===== src/rtl/sync_fifo_pkg.sv =====
// Shared constants and pointer helper for the sync_fifo_v2 family.
package sync_fifo_pkg;

  localparam int FWFT_OFF      = 0;
  localparam int FWFT_ON       = 1;
  localparam int DEFAULT_DEPTH = 8;
  localparam int DEFAULT_WIDTH = 8;

  // Modulo-depth increment; depth need not be a power of two.
  function automatic int unsigned wrap_inc(input int unsigned ptr, input int unsigned depth);
    if (ptr >= depth - 32'd1) begin
      return 32'd0;
    end else begin
      return ptr + 32'd1;
    end
  endfunction

endpackage


===== src/rtl/sync_fifo_ram.sv =====
// Simple storage array: one synchronous write port, one asynchronous read port, no reset.
module sync_fifo_ram #(
  parameter int DEPTH = 8,
  parameter int WIDTH = 8,
  localparam int AW = (DEPTH > 1) ? $clog2(DEPTH) : 1
) (
  input  logic             clk,
  input  logic             we,
  input  logic [AW-1:0]    waddr,
  input  logic [WIDTH-1:0] wdata,
  input  logic [AW-1:0]    raddr,
  output logic [WIDTH-1:0] rdata
);

  logic [WIDTH-1:0] mem [DEPTH];

  // write port
  always_ff @(posedge clk) begin
    if (we) begin
      mem[waddr] <= wdata;
    end
  end

  assign rdata = mem[raddr];

endmodule


===== src/rtl/sync_fifo_v2.sv =====
// Synchronous FIFO with registered or first-word-fall-through read, status flags and sticky errors.
module sync_fifo_v2
  import sync_fifo_pkg::*;
#(
  parameter int FIFO_DEPTH = DEFAULT_DEPTH,
  parameter int DATA_WIDTH = DEFAULT_WIDTH,
  parameter int FWFT       = FWFT_OFF,
  localparam int CNT_WIDTH = $clog2(FIFO_DEPTH + 1)
) (
  input  logic                  i_clk,
  input  logic                  i_rst,
  input  logic                  i_valid_s,
  input  logic [DATA_WIDTH-1:0] i_datain,
  output logic                  o_ready_s,
  input  logic                  i_ready_m,
  output logic                  o_valid_m,
  output logic [DATA_WIDTH-1:0] o_dataout,
  input  logic [CNT_WIDTH-1:0]  i_almostfull_lvl,
  input  logic [CNT_WIDTH-1:0]  i_almostempty_lvl,
  output logic                  o_full,
  output logic                  o_empty,
  output logic                  o_almostfull,
  output logic                  o_almostempty,
  output logic [CNT_WIDTH-1:0]  o_count,
  output logic                  o_overflow,
  output logic                  o_underflow,
  input  logic                  i_clr_err
);

  localparam int PTR_WIDTH = $clog2(FIFO_DEPTH);
  localparam logic [CNT_WIDTH-1:0] DEPTH_C = CNT_WIDTH'(FIFO_DEPTH);

  logic [PTR_WIDTH-1:0]  wr_ptr_r, rd_ptr_r, wr_ptr_nxt_s, rd_ptr_nxt_s;
  logic [CNT_WIDTH-1:0]  count_r, count_nxt_s;
  logic [DATA_WIDTH-1:0] dout_r, head_s;
  logic                  valid_r, overflow_r, underflow_r;
  logic                  full_s, empty_s, push_s, pop_s, we_s;

  assign full_s  = (count_r == DEPTH_C);
  assign empty_s = (count_r == {CNT_WIDTH{1'b0}});
  // Full blocks the write and empty blocks the read, so no bypass path exists.
  assign push_s  = i_valid_s & ~full_s;
  assign pop_s   = i_ready_m & ~empty_s;
  assign we_s    = push_s & ~i_rst;

  assign wr_ptr_nxt_s = PTR_WIDTH'(wrap_inc(32'(wr_ptr_r), FIFO_DEPTH));
  assign rd_ptr_nxt_s = PTR_WIDTH'(wrap_inc(32'(rd_ptr_r), FIFO_DEPTH));

  sync_fifo_ram #(
    .DEPTH (FIFO_DEPTH),
    .WIDTH (DATA_WIDTH)
  ) u_ram (
    .clk   (i_clk),
    .we    (we_s),
    .waddr (wr_ptr_r),
    .wdata (i_datain),
    .raddr (rd_ptr_r),
    .rdata (head_s)
  );

  // occupancy next-state
  always_comb begin
    count_nxt_s = count_r;
    case ({push_s, pop_s})
      2'b10:   count_nxt_s = count_r + CNT_WIDTH'(1);
      2'b01:   count_nxt_s = count_r - CNT_WIDTH'(1);
      default: count_nxt_s = count_r;
    endcase
  end

  // pointers, count, registered read data and sticky errors
  always_ff @(posedge i_clk) begin
    if (i_rst) begin
      wr_ptr_r    <= {PTR_WIDTH{1'b0}};
      rd_ptr_r    <= {PTR_WIDTH{1'b0}};
      count_r     <= {CNT_WIDTH{1'b0}};
      dout_r      <= {DATA_WIDTH{1'b0}};
      valid_r     <= 1'b0;
      overflow_r  <= 1'b0;
      underflow_r <= 1'b0;
    end else begin
      if (push_s) wr_ptr_r <= wr_ptr_nxt_s;
      if (pop_s) begin
        rd_ptr_r <= rd_ptr_nxt_s;
        dout_r   <= head_s;
      end
      count_r     <= count_nxt_s;
      valid_r     <= pop_s;
      // a new error outranks a clear in the same cycle
      overflow_r  <= (i_valid_s & full_s)  | (overflow_r  & ~i_clr_err);
      underflow_r <= (i_ready_m & empty_s) | (underflow_r & ~i_clr_err);
    end
  end

  generate
    if (FWFT == FWFT_ON) begin : g_fwft
      assign o_valid_m = ~empty_s;
      assign o_dataout = empty_s ? {DATA_WIDTH{1'b0}} : head_s;
    end else begin : g_reg
      assign o_valid_m = valid_r;
      assign o_dataout = dout_r;
    end
  endgenerate

  assign o_ready_s     = ~full_s;
  assign o_full        = full_s;
  assign o_empty       = empty_s;
  assign o_almostfull  = (DEPTH_C - count_r) <= i_almostfull_lvl;
  assign o_almostempty = count_r <= i_almostempty_lvl;
  assign o_count       = count_r;
  assign o_overflow    = overflow_r;
  assign o_underflow   = underflow_r;

endmodule


===== config.mk =====
export PLATFORM = sky130hd
export DESIGN_NAME = sync_fifo_v2
export DESIGN_NICKNAME = d
export VERILOG_FILES = /design/src/rtl/sync_fifo_pkg.sv /design/src/rtl/sync_fifo_ram.sv /design/src/rtl/sync_fifo_v2.sv
export SDC_FILE = /design/constraint.sdc
export NUM_CORES = 1
export LEC_CHECK = 0
export CAP_MARGIN = 10
export CORE_MARGIN = 1.5
export CORE_UTILIZATION = 40
export DETAILED_ROUTE_END_ITERATION = 10
export SETUP_SLACK_MARGIN = 0.2
export SYNTH_ARGS = -nofsm -noshare
export SYNTH_HDL_FRONTEND = slang
export SYNTH_HIERARCHICAL = 1
export SYNTH_SLANG_ARGS = --single-unit

===== constraint.sdc =====
create_clock -name i_clk -period 4.5 [get_ports i_clk]
set_input_delay 0.45 -clock i_clk [delete_from_list [all_inputs] [get_ports i_clk]]
set_output_delay 0.45 -clock i_clk [all_outputs]
set_load 0.01 [all_outputs]

==> flow_summary.ini <==
[power_and_ir_drop]
power.total_mw = 2.03
max-vdd-ir-drop_mv = 0.185
sequentialPowerShare_pct = 48.3
p_clk_share_pct = 22.9
power_switching_uw = 602
switching_share_pct = 29.6
p_per_area_nw_per_um2 = 462
leakagePower_nw = 1.54
p_comb_share_pct = 28.8
internal_power_mw = 1.43

[yosys]
ys_types = 36
ys_warn_count = 6
synth_flop_cell = edfxtp_1
synth_compound_area_share_pct = 4.96
syn_avg_cell_area_sq_um = 15.3
synth_adder_area_share_pct = 5.32
syn-num-nets = 283
synth-xor-area-share_pct = 1.16
ys_top_cells_by_area = edfxtp_1, dfxtp_1, mux4_1, ha_1, nand2_1
synth_top_cell_by_area = edfxtp_1
synth-edff-count = 64
syn_inst = 246
yosys.area.top_type_share_pct = 51.1
synthArstFlopShare_pct = 0
synthTopCellsByCount = edfxtp_1, nand2_1, dfxtp_1
synth-simple-area-share_pct = 9.01
synth_seq_area_share_pct = 62.3
synth_top_family_by_area = multiplexers
yosysMostFrequentCell = edfxtp_1
synth_area_sq_um = 3760
synthMuxAreaShare_pct = 14.0
synth-seq-cells = 85

[drt]
drt_iter0_drc = 87
drtAntennaViolNets = 0
route.detailed.drc = 0
firstDrtPassIters = 4
wl_um = 6730
wl_per_cell_um = 16.7
vias = 2107
vias_per_cell = 5.23

[worst_setup_path]
critPathSlowestCell = clkdlybuf4s50_1
cpPeakStageDelay_ps = 550
cp_max_fo = 9
cp-end-kind = output pin
critPathKind = register to output pin
required_ps = 4050
worstPathCellList = inv_1 -> ha_1 -> ha_1 -> nor2b_1 -> o21a_1 -> o21a_1 -> o21ai_0 -> clkdlybuf4s50_1
worstPathArrival_ps = 2640
start_kind = register
crit_buf_inv = 2
path_delay_family = buffers and inverters

[cts]
insertion_delay_ps = 340
cts_resized = 0
clock_path_buffers = 2
cts_sinks = 85
cts_root_buf = clkbuf_8
clk_pin_slew_ps = 80
cts_inserted_buffers = 9
htree_num_levels = 3
tritoncts = done
cts-hold-fix-buffers = 0
cts_setup_buffers = 0

[floorplan]
io_pins = 41
die_area_sq_um = 10000
dieWidth_um = 100
rows = 35
die_h_um = 100
core-area_sq_um = 9200
initial_utilization_pct = 40.9

[cells_and_area]
area_delta_synth_final_pct = 17.1
layout-drive-gt1-share_pct = 13.0
final_nets = 325
finalNonFillerCells = 403
antennaDiodeCount = 0

[place]
post-place-cells = 388
post-dp-hpwl_um = 4320
place.gp.congestion = 0.723
numPortBuffers = 40

[timing]
min_period_ps = 3090
hold_viol = 0
setup_tns_ps = 0
fmax_ghz = 0.324
slew_headroom_pct = 33.2
rsz0062_at_grt = false
max_slew.worst_pin.slew_ps = 1000
finalSetupViolCount = 0
slew_viol_final = 0
fin_skew_ps = 7.84
fin_crit_sh_pct = 68.6

[grt]
overflow = 0
grt_pass1_wl_um = 10600
track_usage_pct = 14.4
antenna_found_initial = 0
grt_max_degree = 24
grt_pass1_vias = 2019

[run_status]
outcome = finished clean

[flow_run]
cap_violations = 0

[min_path]
min_path_type = register to register
sequential cells by signal, summed over array words and instances, names as in the netlist:
register / cells
rd_ptr_r: 3
o_valid_m: 1
o_underflow: 1
wr_ptr_r: 3
o_overflow: 1
o_dataout: 8
u_ram/mem: 64
o_count: 4
kinds of logic (layout without fill, tap and decap cells):
group / after synthesis / count (layout)
buffers and inverters: 20 / 66
DFF: 85 / 85
adders and majority gates: 16 / 16
AOI/OAI and AO/OA: 29 / 29
muxes: 26 / 26
xor gates and xnor gates: 5 / 5
and+or+nand+nor: 65 / 65
stage by stage:
step	hold WS [ps]	area (sq um)	util, %	setup WS (ps)
final	474	4400	47.9	1410
after global routing	479	4400	47.9	1190
after CTS	468	4400	47.9	1370
after detailed placement	456	4230	46.0	1670
after global placement	448	4230	46.0	1690
after floorplan	454	3760	-	1820
cell usage in the layout, fill, tap and decap left out, types with 6 or more instances in the layout:
| master | synthesis | final |
|---|---|---|
| nor2b_1 | 6 | 6 |
| inv_1 | 9 | 9 |
| mux4_1 | 15 | 15 |
| a21oi_1 | 12 | 12 |
| clkdlybuf4s50_1 | 0 | 40 |
| nor2_1 | 13 | 13 |
| edfxtp_1 | 64 | 64 |
| a21oi_2 | 7 | 7 |
| ha_1 | 16 | 16 |
| mux2_2 | 8 | 8 |
| nand2_1 | 25 | 25 |
| dfxtp_1 | 21 | 21 |
| clkbuf_8 | 0 | 9 |
final timing paths:
path	startpoint	endpoint	slack, ps	cells past startpoint
hold reg to reg	o_dataout[1]$_SDFFE_PP0P_	o_dataout[1]$_SDFFE_PP0P_	470	2
setup / recovery	o_count[1]$_SDFFE_PP0P_	o_almostfull	1410	8
setup reg to reg	o_count[1]$_SDFFE_PP0P_	o_count[2]$_SDFFE_PP0P_	1690	12
hold / removal	o_dataout[1]$_SDFFE_PP0P_	o_dataout[1]$_SDFFE_PP0P_	470	2
worst min-delay path, cell delays in order (launching register included):
cell,delay (ps)
dfxtp_1,320
nand2_1,50
a21oi_1,60
layout make-up:
class                   instances  area [sq um]
clock inverters                 6          46.3
well taps                     111           139
inverters                      10          37.5
clock buffers                   9           124
flip-flops and latches         85          2340
repair buffers                 41           408
multi-input cells             141          1310
fillers                       775          4790
metal layers:
layer	part of all wire [%]	GRT usage (%)	up-vias
met1	47	18.6	1025
met3	4.8	4.53	4
met4	0.74	3.90	0
met5	0	0	-
li1	-	-	1018
met2	47	23.7	60
power groups by stage:
stage                     Sequential [mW]  Combinational [mW]  Clock (mW)
after floorplan                     0.973               0.431           0
after global placement               1.00               0.590           0
after detailed placement             1.00               0.592           0
after CTS                           0.985               0.594       0.483
after global routing                0.995               0.650       0.515
final                               0.982               0.587       0.465
Power figures use the tool's default switching activity.
